--- src/rtl/clk_36mhz_sequencer.sv ---
// rtl/clk_36mhz_sequencer.sv - 36 MHz domain reset sequencer and clock-enable generator
// Optional LOCK_LOSS_STICKY_EN: lock loss in RUN parks the block in FAULT until resetn.
module clk_36mhz_sequencer #(
   parameter int STABLE_CYCLES = 1024,
   parameter int CPU_DIV       = 18,
   parameter int SND_DIV       = 36
) (
   input  logic       clk_36MHz,
   input  logic       resetn,
   input  logic       pll_locked,
   output logic       sys_rst_n,
   output logic       ce_cpu,
   output logic       ce_cpu_p2,
   output logic       ce_snd,
   output logic       running,
   output logic [7:0] lock_loss_cnt
);

   localparam int SW        = $clog2(STABLE_CYCLES + 1);
   localparam int CW        = (CPU_DIV > 2) ? $clog2(CPU_DIV) : 1;
   localparam int NW        = (SND_DIV > 2) ? $clog2(SND_DIV) : 1;
   // RUN is entered on the edge where stab_cnt would become STABLE_CYCLES-1
   localparam int STAB_LAST = (STABLE_CYCLES >= 2) ? STABLE_CYCLES - 2 : 0;

`ifdef LOCK_LOSS_STICKY_EN
   typedef enum logic [1:0] {
      S_WAIT_LOCK = 2'd0,
      S_STABILIZE = 2'd1,
      S_RUN       = 2'd2,
      S_FAULT     = 2'd3
   } state_t;
`else
   typedef enum logic [1:0] {
      S_WAIT_LOCK = 2'd0,
      S_STABILIZE = 2'd1,
      S_RUN       = 2'd2
   } state_t;
`endif

   state_t          state_q, state_d;
   logic            sync1_q, lock_s_q;
   logic [SW-1:0]   stab_q, stab_d;
   logic [CW-1:0]   cpu_q, cpu_d;
   logic [NW-1:0]   snd_q, snd_d;
   logic            run_q, run_d;
   logic            ce_cpu_q, ce_cpu_d;
   logic            ce_p2_q, ce_p2_d;
   logic            ce_snd_q, ce_snd_d;
   logic [7:0]      loss_q, loss_d;

   always_ff @(posedge clk_36MHz or negedge resetn) begin
      if (!resetn) begin
         sync1_q  <= 1'b0;
         lock_s_q <= 1'b0;
         state_q  <= S_WAIT_LOCK;
         stab_q   <= '0;
         cpu_q    <= '0;
         snd_q    <= '0;
         run_q    <= 1'b0;
         ce_cpu_q <= 1'b0;
         ce_p2_q  <= 1'b0;
         ce_snd_q <= 1'b0;
         loss_q   <= '0;
      end else begin
         sync1_q  <= pll_locked;
         lock_s_q <= sync1_q;
         state_q  <= state_d;
         stab_q   <= stab_d;
         cpu_q    <= cpu_d;
         snd_q    <= snd_d;
         run_q    <= run_d;
         ce_cpu_q <= ce_cpu_d;
         ce_p2_q  <= ce_p2_d;
         ce_snd_q <= ce_snd_d;
         loss_q   <= loss_d;
      end
   end

   always_comb begin
      state_d  = state_q;
      stab_d   = stab_q;
      cpu_d    = '0;
      snd_d    = '0;
      run_d    = 1'b0;
      ce_cpu_d = 1'b0;
      ce_p2_d  = 1'b0;
      ce_snd_d = 1'b0;
      loss_d   = loss_q;
      case (state_q)
         S_WAIT_LOCK: begin
            stab_d = '0;
            if (lock_s_q) begin
               if (STABLE_CYCLES == 1) begin
                  state_d = S_RUN;
                  run_d   = 1'b1;
               end else begin
                  state_d = S_STABILIZE;
               end
            end
         end
         S_STABILIZE: begin
            if (!lock_s_q) begin
               state_d = S_WAIT_LOCK;
               stab_d  = '0;
            end else if (stab_q == SW'(STAB_LAST)) begin
               state_d = S_RUN;
               stab_d  = '0;
               run_d   = 1'b1;
            end else begin
               stab_d = stab_q + SW'(1);
            end
         end
         S_RUN: begin
            if (!lock_s_q) begin
               // enables stay low here, which also swallows a CE due on this edge
               loss_d = (loss_q == 8'hFF) ? loss_q : loss_q + 8'd1;
`ifdef LOCK_LOSS_STICKY_EN
               state_d = S_FAULT;
`else
               state_d = S_WAIT_LOCK;
`endif
            end else begin
               run_d    = 1'b1;
               cpu_d    = (cpu_q == CW'(CPU_DIV - 1)) ? '0 : cpu_q + CW'(1);
               snd_d    = (snd_q == NW'(SND_DIV - 1)) ? '0 : snd_q + NW'(1);
               ce_cpu_d = (cpu_q == CW'(CPU_DIV - 1));
               ce_p2_d  = (cpu_q == CW'(CPU_DIV / 2 - 1));
               ce_snd_d = (snd_q == NW'(SND_DIV - 1));
            end
         end
         default: begin
            state_d = state_q;
         end
      endcase
   end

   assign sys_rst_n     = run_q;
   assign running       = run_q;
   assign ce_cpu        = ce_cpu_q;
   assign ce_cpu_p2     = ce_p2_q;
   assign ce_snd        = ce_snd_q;
   assign lock_loss_cnt = loss_q;

endmodule
--- config.mk ---
export PLATFORM = sky130hd
export DESIGN_NAME = clk_36mhz_sequencer
export DESIGN_NICKNAME = d
export VERILOG_FILES = /design/src/rtl/clk_36mhz_sequencer.sv
export SDC_FILE = /design/constraint.sdc
export NUM_CORES = 1
export LEC_CHECK = 0
export BUFFER_PORTS_ARGS = -buffer_cell sky130_fd_sc_hd__buf_2
export CAP_MARGIN = 10
export CORE_MARGIN = 2
export CORE_UTILIZATION = 34
export DETAILED_ROUTE_END_ITERATION = 8
export SLEW_MARGIN = 0
export SYNTH_ARGS = -nofsm -noshare
export SYNTH_HDL_FRONTEND = slang
export SYNTH_SLANG_ARGS = --single-unit
--- constraint.sdc ---
create_clock -name clk_36MHz -period 1.8 [get_ports clk_36MHz]
set_input_delay 0.09 -clock clk_36MHz [delete_from_list [all_inputs] [get_ports clk_36MHz]]
set_output_delay 0.09 -clock clk_36MHz [all_outputs]
set_load 0.02 [all_outputs]
Word-level counts from Yosys, hierarchy flattened
Cells that the tools add are included.
{"block": "word_totals", "ff_bits": 38, "in_bits": 3}
{"block": "classes", "n_addsub": 4, "n_eq_ne": 10, "mux": 24, "n_bitwise": 2, "n_reduce_logical": 5}
{"cell": "2-to-1 mux 11 bit", "count": 2}
{"cell": "one-hot mux 11 bit (2 select lines)", "count": 1}
{"cell": "2-to-1 mux 6 bit", "count": 3}
{"cell": "2-to-1 mux 5 bit", "count": 3}
{"cell": "adder 11 x 1 -> 11 bit, second input constant", "count": 1}
{"cell": "equality test 11 x 10 -> 1 bit, second input constant", "count": 1}
{"cell": "2-to-1 mux 1 bit", "count": 9}
{"cell": "adder 8 x 1 -> 8 bit, second input constant", "count": 1}
{"cell": "equality test 8 bit, second input constant", "count": 1}
{"cell": "2-to-1 mux 2 bit", "count": 4}
{"cell": "adder 6 x 1 -> 6 bit, second input constant", "count": 1}
{"cell": "equality test 6 bit, second input constant", "count": 1}
{"cell": "one-hot mux 2 bit (3 select lines)", "count": 1}
{"cell": "adder 5 x 1 -> 5 bit, second input constant", "count": 1}
{"cell": "equality test 5 x 4 -> 1 bit, second input constant", "count": 1}
{"cell": "equality test 5 bit, second input constant", "count": 1}
{"cell": "!= test 2 bit, second input constant", "count": 2}
{"cell": "AND reduction 4 bit", "count": 1}
{"cell": "!= test 3 bit, second input constant", "count": 1}
{"cell": "AND reduction 3 bit", "count": 1}
{"cell": "nonzero test 3 bit", "count": 1}
{"cell": "equality test 2 x 1 -> 1 bit, second input constant", "count": 1}
{"cell": "equality test 2 bit, second input constant", "count": 1}
{"cell": "logical NOT 2 bit", "count": 1}
{"cell": "3 further kinds", "count": 4}

Longest topological paths before layout
{"block": "logic_depth", "word_depth": 4, "mapped_depth": 6, "ltp_nobuf": 6}

Worst setup path before layout
No wires, ideal clock.
{"block": "synth_path", "path_type": "register to register", "from": "register state_q[0]", "to": "register loss_q[1], in the netlist lock_loss_cnt[1]", "arrival_time_ns": 1.453, "t_required_ns": 1.675, "slack_ns": 0.223, "stages_incl_launch_ff": 6, "path_buffers": 0, "synth_period_minus_slack_ns": 1.577, "cell_sequence": "dfrtp_1 > inv_1 > ha_1 > nand2b_1 > a41oi_2 > mux2_2"}
{"block": "synth_between", "elab_chain_len": 2}
{"item": "from (decl)", "line_no": "40", "text": "state_t state_q, state_d;"}
{"item": "from (signal assigned)", "line_no": "67", "text": "state_q <= state_d;"}
{"item": "equality test 2 bit", "line_no": "89", "text": "case (state_q)"}
{"item": "AND reduction 3 bit (no line)"}
{"item": "to (signal assigned)", "line_no": "75", "text": "loss_q <= loss_d;"}
{"item": "to (decl)", "line_no": "49", "text": "logic [7:0] loss_q, loss_d;"}
No other way between the ends.
A chain may end at the register's enable or synchronous reset.

Worst setup path after layout
Same ends and word-level chain as after synthesis.

==> flow_summary_export.csv <==
group,metric,value,unit
run_status,status,"finished, final reports clean",
grt,busiest_layer,"met2",
grt,grt_pass1_wl,5290,um
job,drv_cap,0,
setup_path,critPathArrivalTime,1.76,ns
pwr,intPower,1.45,mW
cells_and_area,layout_common_cells,"dfrtp_1 (38), nor2_1 (24), buf_2 (15)",
grt,grt_antenna_before_repair,0,
setup_path,critPathRequiredTime,1.97,ns
yosys,yosys.cell_types.count,36,
cells_and_area,final_area,2110,um2
yosys,synth_area,1810,um2
setup_path,crit_type,"reg -> reg",
die,start_util,0.354,
yosys,syn_area_per_cell,10.8,um2
clock_tree,clk_path_buf_depth,2,
sta,finalCritPeriodShare,0.886,
die,core_area,5110,um2
die,fp.dieW,76.9,um
clock_tree,cts_sinks,38,
placement,numPortBuffers,15,
sta,fin_ws,0.205,ns
grt,globalRouteTotalUtil,0.111,
die,die-area,5920,um2
grt,grt_pass1_vias,1200,
clock_tree,clkTransAtPathRegs,0.07,ns
drt,drtIter0Drc,28,
sta,finalCriticalPeriod,1.59,ns
sta,finClkSkew,0.00265,ns
setup_path,critPathLaunchType,"flop",
sta,slew_violations,0,
drt,firstDrtPassIters,4,
setup_path,cp_top_family,"flip-flops",
yosys,synth_nets,180,
sta,rsz0062_at_grt,"false",
yosys,synth_seq_cells,38,
drt,vias,1246,
cells_and_area,area_growth,16.7,%
pwr,worst_ir_drop_vdd,0.000407,V
placement,place.gp.congestion,0.735,
clock_tree,cts_setup_buffers,0,
sta,finalHoldViolations,0,
pwr,power.share.clock,0.279,
sta,finalSetupViolCount,0,
die,top_level_ports,16,
cells_and_area,insertedDiodeCount,0,
yosys,yosysWarnings,0,
pwr,power_frac_comb,0.248,
sta,fmax,627,MHz
placement,place_ws,0.113,ns
setup_path,slowest_stage,"dfrtp_1",
grt,gr-total-overflow,0,
cells_and_area,num-fill-cells,502,
pwr,p_leak,0.969,nW
cells_and_area,mostFrequentLayoutCell,"dfrtp_1",
pwr,net-switching-power,699,uW
yosys,synth.top_cell.area_share,0.526,
clock_tree,cts_buffers,5,
drt,viasPerCell,4.72,
yosys,netlist_instances,167,
yosys,yosysSeqAreaShare,0.526,
cells_and_area,fin_nets,206,
sta,slew_headroom,0.722,
setup_path,path_max_fanout,8,
yosys,yosysTopAreaCell,"dfrtp_1",
setup_path,end_kind,"flop",
clock_tree,htreeDepth,2,
clock_tree,clock_latency,0.28,ns
die,die_y,76.9,um
clock_tree,cts_tree,"built",
placement,placed_cell_area,1990,um2
drt,wirelength,2950,um
drt,remaining_drc_errors,0,
clock_tree,root_buffer,"clkbuf_8",
setup_path,cpPeakStageDelay,0.39,ns
grt,met3_usage,0.0329,
placement,hpwlAfterDp,2160,um
cells_and_area,drive_above_1_share,0.186,
yosys,yosys-top-cells-area,"dfrtp_1 (53%), ha_1 (6.9%), xnor2_1 (5.8%)",
drt,post_drt_wl_per_cell,11.2,um
sta,worst_pin_slew,0.416,ns
setup_path,worst-path-buf-inv,1,
worst_hold_path,hold_path.class,"in -> async",
pwr,pwr-share-seq,0.473,
grt,grtUsageMet1,0.134,
die,row_count,26,
setup_path,cp_cell_sequence,"inv_1 -> ha_1 -> nand2b_1 -> a41oi_2 -> mux2_2",
sta,finalSetupTns,0,ns
drt,ant_nets,0,
pwr,switching_share,0.325,
grt,grtUsageMet2,0.187,
pwr,p_per_area,1020,nW/um2
grt,grt_max_degree,18,
==> final cells by class <==
type | instances | area [um2] | share of cell area
Multi-Input combinational cell | 120 | 827 | 0.392
Clock inverter | 2 | 12.5 | 0.00592
Tap cell | 70 | 87.6 | 0.0415
Sequential cell | 38 | 951 | 0.450
Timing Repair Buffer | 21 | 125 | 0.0592
Clock buffer | 6 | 82.6 | 0.0391
Inverter | 7 | 26.3 | 0.0124
==> cells in the mapped netlist <==
cell type	n
and4b_1	1
a21oi_1	1
nand4bb_1	2
and2_1	1
nand3_1	11
a41oi_2	1
a31oi_1	2
and3_1	3
mux2_2	1
nor2_2	1
nor2_1	24
xor2_1	9
inv_1	7
and4_4	1
and4_1	2
and3_2	1
nand4_1	4
or3_1	1
nor4b_1	1
buf_4	1
nor4bb_1	1
xnor2_1	12
mux2i_1	2
nor3b_1	2
nand4_2	1
dfrtp_1	38
or2_2	1
nand2b_1	1
nor3_1	2
buf_2	1
ha_1	10
nand2_1	14
o2111ai_1	1
a41oi_1	1
o21ai_0	4
o31a_2	1
==> sequential cells by signal, summed over array words and instances, names as in the netlist <==
| signal | count |
|---|---|
| lock_loss_cnt | 8 |
| stab_q | 11 |
| sync1_q | 1 |
| lock_s_q | 1 |
| cpu_q | 5 |
| snd_q | 6 |
| running | 1 |
| ce_snd | 1 |
| ce_cpu | 1 |
| ce_cpu_p2 | 1 |
| state_q | 2 |
==> final timing paths <==
check,from,end,slack (ns),cells after the start
worst min register to register,sync1_q,lock_s_q,0.36,0
max in group asynchronous,resetn,lock_s_q,1.05,3
worst max register to register,state_q[0],lock_loss_cnt[1],0.21,5
min in group clk_36MHz,sync1_q,lock_s_q,0.36,0
worst max-delay path,state_q[0],lock_loss_cnt[1],0.21,5
worst min-delay path,resetn,ce_snd,0.25,2
==> metrics by stage <==
stage / util / hold slack (ns) / total power [mW] / cells
final: 0.414 / 0.252 / 2.15 / 264
after global routing: 0.414 / 0.302 / 2.31 / 264
after CTS: 0.412 / 0.252 / 2.19 / 264
after detailed placement: 0.390 / 0.0264 / 1.57 / 254
after global placement: 0.390 / 0.0265 / 1.58 / 254
after floorplan: - / -0.206 / 1.41 / 167
==> logic make-up after synthesis <==
logic type / count (synthesis) / synth area share
xor+xnor: 21 / 0.102
mux: 3 / 0.0173
flops: 38 / 0.526
fa+ha+maj: 10 / 0.0692
compound gates: 11 / 0.0450
simple gates: 75 / 0.220
buf+inv: 9 / 0.0214
==> worst reg2reg max path, delay by kind of cell (launching register included) <==
family,cells,cell delay (ns)
adders and majority gates,1,0.17
buffers and inverters,1,0.10
AOI/OAI and AO/OA,1,0.37
DFF,1,0.39
and+or+nand+nor,1,0.08
muxes,1,0.38
==> per-layer routing <==
layer / wire (um) / part of all wire
met3: 63 / 0.021
met1: 1450 / 0.49
met2: 1420 / 0.48
met4: 17 / 0.0058
met5: 0 / 0
==> power by group through the flow <==
stage | Sequential [mW] | Combinational [mW] | Clock, mW
6_report | 1.02 | 0.534 | 0.599
5_1_grt | 1.03 | 0.613 | 0.662
4_1_cts | 1.02 | 0.543 | 0.627
3_5_place_dp | 1.04 | 0.535 | 0
3_3_place_gp | 1.03 | 0.544 | 0
2_1_floorplan | 1.06 | 0.348 | 0
==> timing repair <==
item                                   in CTS  in global routing
hold buffers                                2                  0
endpoints found under the hold margin      16                  0
resized for setup                           0                  1
setup endpoints to repair                   0                  1
No activity file was read; power rests on OpenSTA's default activity.
